File: config.mk
export PLATFORM = sky130hd
export DESIGN_NAME = pwm_shadow_dt
export DESIGN_NICKNAME = d
export VERILOG_FILES = /design/src/rtl/pwm_pkg.sv /design/src/rtl/pwm_deadtime.sv /design/src/rtl/pwm_shadow_dt.sv
export SDC_FILE = /design/constraint.sdc
export NUM_CORES = 1
export LEC_CHECK = 0
export ABC_AREA = 1
export CAP_MARGIN = 20
export CORE_MARGIN = 2
export CORE_UTILIZATION = 40
export DETAILED_ROUTE_END_ITERATION = 12
export DONT_BUFFER_PORTS = 1
export GPL_TIMING_DRIVEN = 0
export SLEW_MARGIN = 20
export SYNTH_ARGS = -nofsm -noshare
export SYNTH_HDL_FRONTEND = slang
export SYNTH_HIERARCHICAL = 1
export SYNTH_SLANG_ARGS = --single-unit
File: constraint.sdc
create_clock -name clk -period 7.52 [get_ports clk]
set_input_delay 1.128 -clock clk [delete_from_list [all_inputs] [get_ports clk]]
set_output_delay 1.128 -clock clk [all_outputs]
set_load 0.01 [all_outputs]
File: src/rtl/pwm_pkg.sv
// Shared types and constants for the shadow-registered PWM generator.
//   CNT_W       counter / compare width
//   CFG_RESET   active/pending configuration after reset
//   pwm_cfg_t   {period, duty, phase}, used for both the pending and active sets
//   dt_width()  width of the dead-time counter for a given dead time
package pwm_pkg;

  localparam int unsigned CNT_W = 26;

  localparam logic [CNT_W-1:0] DEFAULT_PERIOD = CNT_W'(998);
  localparam logic [CNT_W-1:0] DEFAULT_DUTY   = '0;

  typedef struct packed {
    logic [CNT_W-1:0] period;
    logic [CNT_W-1:0] duty;
    logic [CNT_W-1:0] phase;
  } pwm_cfg_t;

  localparam pwm_cfg_t CFG_RESET = '{
    period: DEFAULT_PERIOD,
    duty:   DEFAULT_DUTY,
    phase:  '0
  };

  // clog2(dt+1), but never narrower than one bit so DT = 0 still elaborates.
  function automatic int unsigned dt_width(input int unsigned dt);
    return ($clog2(dt + 1) < 1) ? 1 : $clog2(dt + 1);
  endfunction

endpackage

File: src/rtl/pwm_deadtime.sv
// Complementary gate-drive stage with dead time.
// Registers the raw PWM level and holds both outputs off for DT cycles after every
// raw transition, so the two sides never conduct together.
//   clk, rst_n  PWM clock, asynchronous active-low reset
//   raw         unregistered PWM level from the comparator
//   en          run enable; 0 forces both outputs low on the next edge
//   pwm_h       high-side drive
//   pwm_l       low-side drive
module pwm_deadtime
  import pwm_pkg::*;
#(
  parameter int unsigned DT = 4
) (
  input  logic clk,
  input  logic rst_n,
  input  logic raw,
  input  logic en,
  output logic pwm_h,
  output logic pwm_l
);

  localparam int unsigned DW = dt_width(DT);
  localparam logic [DW-1:0] DT_SAT = DW'(DT);

  logic          raw_q;
  logic          en_q;
  logic [DW-1:0] dt_cnt_q;
  logic          dt_ok;

  always_ff @(posedge clk or negedge rst_n) begin
    if (!rst_n) begin
      raw_q    <= 1'b0;
      en_q     <= 1'b0;
      dt_cnt_q <= DT_SAT;
    end else if (!en) begin
      // Park the counter saturated so re-enabling does not inherit a stale dead time.
      raw_q    <= 1'b0;
      en_q     <= 1'b0;
      dt_cnt_q <= DT_SAT;
    end else begin
      raw_q <= raw;
      en_q  <= 1'b1;
      if (raw != raw_q) begin
        dt_cnt_q <= '0;
      end else if (dt_cnt_q < DT_SAT) begin
        dt_cnt_q <= dt_cnt_q + 1'b1;
      end
    end
  end

  assign dt_ok = (dt_cnt_q >= DT_SAT);
  assign pwm_h = raw_q & dt_ok;
  assign pwm_l = ~raw_q & dt_ok & en_q;

endmodule

File: src/rtl/pwm_shadow_dt.sv
// Shadow-registered, phase-shiftable PWM generator with complementary dead-time outputs.
// Period/duty/phase are captured into a pending set on load and promoted to the active
// set only in the wrap cycle, so the waveform never glitches mid-period.
//   clk, rst_n   PWM clock, asynchronous active-low reset
//   en           run enable; 0 holds the counter at 0 and forces outputs low
//   load         one-cycle strobe capturing period/duty/phase
//   period       terminal count (PWM period = period+1 cycles)
//   duty         high time in cycles (0 = always low, > period = always high)
//   phase        counter offset in cycles, clamped to period
//   pwm_h/pwm_l  complementary gate drives with dead time
//   cyc_start    pulse on the output cycle that corresponds to cnt == 0
//   pending      loaded values waiting for the next wrap
// CNT_W must equal pwm_pkg::CNT_W, which sizes the configuration struct.
module pwm_shadow_dt
  import pwm_pkg::*;
#(
  parameter int unsigned CNT_W = pwm_pkg::CNT_W,
  parameter int unsigned DT    = 4
) (
  input  logic             clk,
  input  logic             rst_n,
  input  logic             en,
  input  logic             load,
  input  logic [CNT_W-1:0] period,
  input  logic [CNT_W-1:0] duty,
  input  logic [CNT_W-1:0] phase,
  output logic             pwm_h,
  output logic             pwm_l,
  output logic             cyc_start,
  output logic             pending
);

  pwm_cfg_t         act_q;
  pwm_cfg_t         pend_q;
  pwm_cfg_t         in_cfg;
  logic             pending_q;
  logic [CNT_W-1:0] cnt_q;
  logic             cyc_q;
  logic             at_top;
  logic [CNT_W-1:0] ph;
  logic [CNT_W:0]   sc;
  logic             raw;

  assign in_cfg = '{period: period, duty: duty, phase: phase};
  assign at_top = (cnt_q == act_q.period);

  always_ff @(posedge clk or negedge rst_n) begin
    if (!rst_n) begin
      cnt_q     <= '0;
      act_q     <= CFG_RESET;
      pend_q    <= CFG_RESET;
      pending_q <= 1'b0;
      cyc_q     <= 1'b0;
    end else begin
      cyc_q <= en && (cnt_q == '0);
      if (!en) begin
        cnt_q <= '0;
        // Nothing is running, so a load can go straight to the active set.
        if (load) begin
          act_q     <= in_cfg;
          pending_q <= 1'b0;
        end
      end else begin
        cnt_q <= at_top ? '0 : cnt_q + 1'b1;
        if (at_top && pending_q) begin
          act_q <= pend_q;
        end
        // A load in the wrap cycle lands in pending and waits for the next wrap.
        if (load) begin
          pend_q    <= in_cfg;
          pending_q <= 1'b1;
        end else if (at_top) begin
          pending_q <= 1'b0;
        end
      end
    end
  end

  always_comb begin
    ph = (act_q.phase < act_q.period) ? act_q.phase : act_q.period;
    if (cnt_q >= ph) begin
      sc = {1'b0, cnt_q - ph};
    end else begin
      // Wrap the shifted count back into [0, period].
      sc = {1'b0, cnt_q} + {1'b0, act_q.period} + (CNT_W + 1)'(1) - {1'b0, ph};
    end
    raw = en & (sc < {1'b0, act_q.duty});
  end

  pwm_deadtime #(
    .DT (DT)
  ) u_deadtime (
    .clk   (clk),
    .rst_n (rst_n),
    .raw   (raw),
    .en    (en),
    .pwm_h (pwm_h),
    .pwm_l (pwm_l)
  );

  assign cyc_start = cyc_q;
  assign pending   = pending_q;

endmodule

==> impl_metrics.ini, run 1 <==
[critical_path]
crit_fanout = 15
crit_slowest_cell = o21ai_0
cp_common_cell = nand2_1
cp_data_required_time_ns = 7.92
end_kind = register
crit_type = reg -> reg
max_stage_delay_ns = 0.59
worstPathArrival_ns = 7.29
startpoint_type = register

[run_status]
status = finished clean

[floorplanning]
ioPinCount = 86
fp.coreArea_mm2 = 0.0337
fp.dieH_um = 190
die_x_um = 190
rows = 67
start_util_pct = 40.9
die-area_mm2 = 0.0360

[synthesis]
syn_area_mm2 = 0.0138
synthSimpleGateAreaFrac_pct = 19.5
synthAdderAreaFrac_pct = 13.2
synth_edf_count = 0
synth_top_family_by_area = simple AND/OR/NAND/NOR gates
syn-num-nets = 1979
ys_ff_latch = 189
async_reset_ff_share_pct = 100
synthXorXnorAreaFrac_pct = 3.11
synthMuxAreaShare_pct = 2.24
syn_inst = 1766
synth_flop_cell = dfrtp_1
ys_seq_area_share_pct = 34.4
syn_avg_cell_area_um2 = 7.81
ys_warn_count = 6
synth_compound_area_share_pct = 17.8
synth.distinct_cells = 60

[placed_design]
portBuffers = 0
hpwl_mm = 32.9
place.gp.congestion = 0.940
dp.cells = 2214
dp_slack_ns = 0.147

[run]
max_cap_viol_count = 0

[cts]
holdBufCountCts = 0
cts_inserted_buffers = 17
cts_max_level = 4
cts_resized = 0
path_clk_slew_ns = 0.08
clock-sinks = 189
post_cts_buffers = 0
cts_root_buf = clkbuf_16
cts_max_path_buffers = 2
cts_tree = built
clk_latency_ns = 0.47

[detailed_routing]
final_antenna_net_count = 0
drt_pass1_iterations = 5
drt_iter0_drc = 878
drc = 0
via_per_inst = 5.30
drt-total-wl_mm = 40.2
routedWlPerCell_um = 17.9
vias = 11900

[sta]
min_period_ns = 6.89
relSlewSlack_pct = 43.5
clock-skew-final_ns = 0.0153
timing.final.max_slew_violations = 0
fmax_mhz = 145
rsz0062_at_grt = no
final_hold_viol_count = 0
worst_pin_slew_ns = 0.848
fin_crit_sh_pct = 91.7
setup_viol = 0
final.setup.tns_ns = 0
setup_ws_ns = 0.627

[pwr]
p_per_area_mw_per_mm2 = 304
vdd_drop_max_uv = 185
power_uw = 4550
p_leak_uw = 0.00724

[global_routing]
overflow = 0
antenna_found_initial = 0
grt_use_total_pct = 23.3
grt_pass1_wl_mm = 64.3
grt_pass1_vias = 11700
grt_max_degree = 190

[layout]
layout-drive-gt1-share_pct = 8.52
areaGrowthSynthToFinish_pct = 8.48
final_nets = 1997
fin_cells = 2244
diodes = 0
final_util_pct = 44.4

[worst_hold_path]
min_path_type = in -> async
[worst max-delay path: cells and delay by family, from the launching register on]
family,cells,cell delay [ns]
AO/OA/AOI/OAI,7,1.80
adder cells (fa/ha/maj),3,1.00
buffers and inverters,4,0.74
flip-flops,1,0.40
multiplexers,1,0.52
AND/OR/NAND/NOR,16,2.33
[area by class of cell]
class | count | area (um2)
clock inverter | 12 | 145
clock buffer | 19 | 453
sequential | 189 | 4750
tap | 448 | 561
fill | 3434 | 18700
inverter | 280 | 1050
buffer | 59 | 283
multi-input combinational | 1237 | 7710
[cells in the final DEF (no fill, tap or decap), types with 21 or more instances in the layout]
| cell | instances |
|---|---|
| inv_1 | 273 |
| nor2_1 | 117 |
| a31oi_1 | 27 |
| a21oi_1 | 91 |
| nand3_1 | 39 |
| clkbuf_1 | 38 |
| mux2_2 | 23 |
| xor2_1 | 39 |
| nand2_1 | 358 |
| ha_1 | 107 |
| o211ai_1 | 56 |
| fa_1 | 24 |
| dfrtp_1 | 174 |
| nand4_1 | 24 |
| o21ai_0 | 162 |
| o21ai_1 | 21 |
[worst paths after layout]
kind | startpoint | endpoint | slack [ns] | cells past startpoint
worst max-delay path | act_q[69] | u_deadtime/dt_cnt_q[1] | 0.63 | 31
worst min-delay path | rst_n | act_q[52] | 0.36 | 0
worst max register to register | act_q[69] | u_deadtime/dt_cnt_q[1] | 0.63 | 31
worst min register to register | pend_q[47] | pend_q[47] | 0.49 | 2
max in group asynchronous | rst_n | pend_q[45] | 6.59 | 0
min in group clk | pend_q[47] | pend_q[47] | 0.49 | 2
[synthesized netlist by cell type, drive strengths merged (2+ instances only)]
| cell type | number | area (um2) |
|---|---|---|
| nand2 | 372 | 1460 |
| inv | 280 | 1050 |
| o21ai | 194 | 1010 |
| dfrtp | 174 | 4350 |
| nor2 | 124 | 493 |
| ha | 107 | 1340 |
| a21oi | 96 | 507 |
| o211ai | 56 | 420 |
| nand3 | 50 | 305 |
| clkbuf | 41 | 154 |
| xor2 | 39 | 342 |
| a31oi | 28 | 181 |
| nand4 | 25 | 163 |
| fa | 24 | 480 |
| mux2 | 23 | 259 |
| nor3 | 22 | 120 |
| buf | 19 | 130 |
| dfstp | 15 | 394 |
| nor4 | 13 | 103 |
| xnor2 | 10 | 87.6 |
| o21a | 9 | 67.6 |
| a211oi | 8 | 60.1 |
| a21o | 5 | 37.5 |
| mux2i | 5 | 50.1 |
| a21boi | 4 | 30.0 |
| o21bai | 4 | 30.0 |
| nor3b | 3 | 22.5 |
| o221a | 3 | 33.8 |
| o221ai | 2 | 17.5 |
| o31ai | 2 | 15.0 |
| or2 | 2 | 12.5 |
[power breakdown]
| part | total [uW] | internal (uW) | switching [uW] |
|---|---|---|---|
| Sequential | 1250 | 1150 | 95.0 |
| Combinational | 2370 | 846 | 1520 |
| Clock | 933 | 488 | 445 |
[through the flow]
step,hold WS (ns),instance area (um2)
6_report,0.362,15000
4_1_cts,0.346,14900
3_3_place_gp,0.467,14300
2_1_floorplan,0.454,13800
3_5_place_dp,0.475,14300
5_1_grt,0.333,15000
[kinds of logic after synthesis]
logic type,Yosys count
AOI/OAI and AO/OA,417
xor gates and xnor gates,49
adders and majority gates,131
buffers and inverters,340
DFF,189
muxes,28
and+or+nand+nor,612
[state kept, by name, summed over array words and instances, names as in the netlist]
register             cells
pending                  1
pend_q                  78
act_q                   78
cyc_start                1
u_deadtime/dt_cnt_q      3
cnt_q                   26
u_deadtime/raw_q         1
u_deadtime/en_q          1
[layer usage]
layer  routed length [um]  vias up  track usage, %
met3                 2080       65            3.82
met1                18400     5618            31.2
met2                18000      328            36.8
li1                     -     5886               -
met4                 1840        0            11.2
met5                    0        -               0
No activity file was read; power rests on OpenSTA's default activity.
==> inputs of run 2 (changes only) <==
Settings changed: SETUP_SLACK_MARGIN set to 0.5.
==> impl_metrics.ini, run 2 (synthesis gave the netlist of run 1 again) <==
[critical_path]
crit_type = reg -> reg
regToRegSetupSlack_ns = 0.90
crit-reg2reg-capture = u_deadtime/dt_cnt_q[0]
cp_common_cell = nand2_1
end_kind = register
cp-startpoint = act_q[57]
rr_worst_depth = 36
worstPathArrival_ns = 7.02
crit_slowest_cell = dfstp_2
crit_fanout = 10
cp_data_required_time_ns = 7.92
startpoint_type = register
max_stage_delay_ns = 0.59
timing.rr.start = act_q[57]
cp-endpoint = u_deadtime/dt_cnt_q[0]

[sta]
final.setup.tns_ns = 0
rsz0062_at_grt = no
fin_crit_sh_pct = 88.0
min_period_ns = 6.62
final_hold_viol_count = 0
worst_pin_slew_ns = 0.842
fmax_mhz = 151
setup_viol = 0
timing.final.max_slew_violations = 0
relSlewSlack_pct = 43.9
clock-skew-final_ns = 0.0162

[layout]
areaGrowthSynthToFinish_pct = 9.58
multi_input_area_mm2 = 0.00779
layout-drive-gt1-share_pct = 9.92
final_nets = 2006
fillers = 3414
top_regs = act_q (78), pend_q (78), cnt_q (26)
final_common_cell = nand2_1
final_util_pct = 44.8
mostFrequentLayoutCells = nand2_1, inv_1, dfrtp_1
ff_latch_area_mm2 = 0.00475
diodes = 0

[detailed_routing]
via_per_inst = 5.32
drt-total-wl_mm = 40.3
routedWlPerCell_um = 17.9
drt_iter0_drc = 883
drt_pass1_iterations = 5
vias = 12000
final_antenna_net_count = 0
drc = 0

[cts]
clock-sinks = 189
holdBufCountCts = 0
cts_max_level = 4
clk_latency_ns = 0.47
cts_max_path_buffers = 2
cts_inserted_buffers = 17
cts_root_buf = clkbuf_16
path_clk_slew_ns = 0.08
cts_tree = built

[floorplanning]
ioPinCount = 86
die_x_um = 190
fp.dieH_um = 190
die-area_mm2 = 0.0360
fp.coreArea_mm2 = 0.0337
start_util_pct = 40.9
rows = 67

[global_routing]
grt_pass1_wl_mm = 64.3
grt_max_degree = 190
grt_use_total_pct = 23.3
antenna_found_initial = 0
grt_pass1_vias = 11700
overflow = 0

[pwr]
vdd_drop_max_uv = 192
p_int_uw = 2540
p_leak_uw = 0.00731
p_comb_share_pct = 53.0
swShare_pct = 45.2
power_frac_clock_pct = 20.1
seqPwrFrac_pct = 26.9
p_per_area_mw_per_mm2 = 308
p_sw_uw = 2100

[placed_design]
hpwl_mm = 32.9
portBuffers = 0
place.gp.congestion = 0.940

[worst_hold_path]
min_path_type = in -> async

[run]
max_cap_viol_count = 0

[run_status]
status = finished clean
## run 2: changes by cell type in the layout (fill, tap and decap cells not counted), moves of 3 or more
cell,delta
buf_4,+10
o21ai_0,-9
o21ai_1,+3
o21ai_2,+4
## run 2: layout make-up
type	instances	area share (%)
Inverter	280	6.97
Clock buffer	19	3.00
Timing Repair Buffer	8	0.397
Tap cell	448	3.71
Multi-Input combinational cell	1237	51.5
Sequential cell	189	31.4
Buffer	60	2.00
Clock inverter	12	0.961
## run 2: worst max-delay path, delay by kind of cell, from the launching register on
family	cells	cell delay, ns
AND/OR/NAND/NOR	20	2.48
flip-flops	1	0.59
buffers and inverters	7	1.10
adder cells (fa/ha/maj)	3	1.08
multiplexers	1	0.40
AO/OA/AOI/OAI	5	0.87
## run 2: how the worst min path moves through the flow
stage	start	slack [ns]	endpoint	depth (start not counted)
6_report	rst_n	0.36	cnt_q[2]	0
2_1_floorplan	pend_q[76]	0.45	pend_q[76]	2
3_5_place_dp	pend_q[47]	0.47	pend_q[47]	2
4_1_cts	rst_n	0.35	act_q[40]	0
3_3_place_gp	pend_q[68]	0.47	pend_q[68]	2
5_1_grt	rst_n	0.33	cnt_q[2]	0
## run 2: metrics by stage
step	total power, uW	cell area (um2)	hold slack [ns]	setup slack (ns)	cells
floorplan	2930	13800	0.454	1.79	1766
global placement	3540	14300	0.467	0.205	2214
detailed placement	3600	14300	0.475	0.147	2214
CTS	4560	15000	0.346	0.557	2246
global route	5050	15100	0.333	0.447	2253
finish	4650	15100	0.363	0.902	2253
## run 2: metal layers
metal | global-route usage, % | part of all wire, % | vias up
li1 | - | - | 5905
met1 | 31.2 | 46 | 5690
met2 | 36.8 | 45 | 318
met3 | 3.82 | 5.1 | 66
met4 | 11.2 | 4.6 | 0
met5 | 0 | 0 | -
## run 2: timing repair
item                                    CTS  global route
setup buffers                             1             7
pin swaps                                 0             7
endpoints found under the setup margin    4             4
resized for setup                         5            44
## run 2: power by group through the flow
stage,registers [uW],clock network [uW],logic [uW]
3_5_place_dp,1270,0,2330
4_1_cts,1250,957,2360
2_1_floorplan,1240,0,1700
6_report,1250,932,2460
3_3_place_gp,1260,0,2280
5_1_grt,1270,993,2790
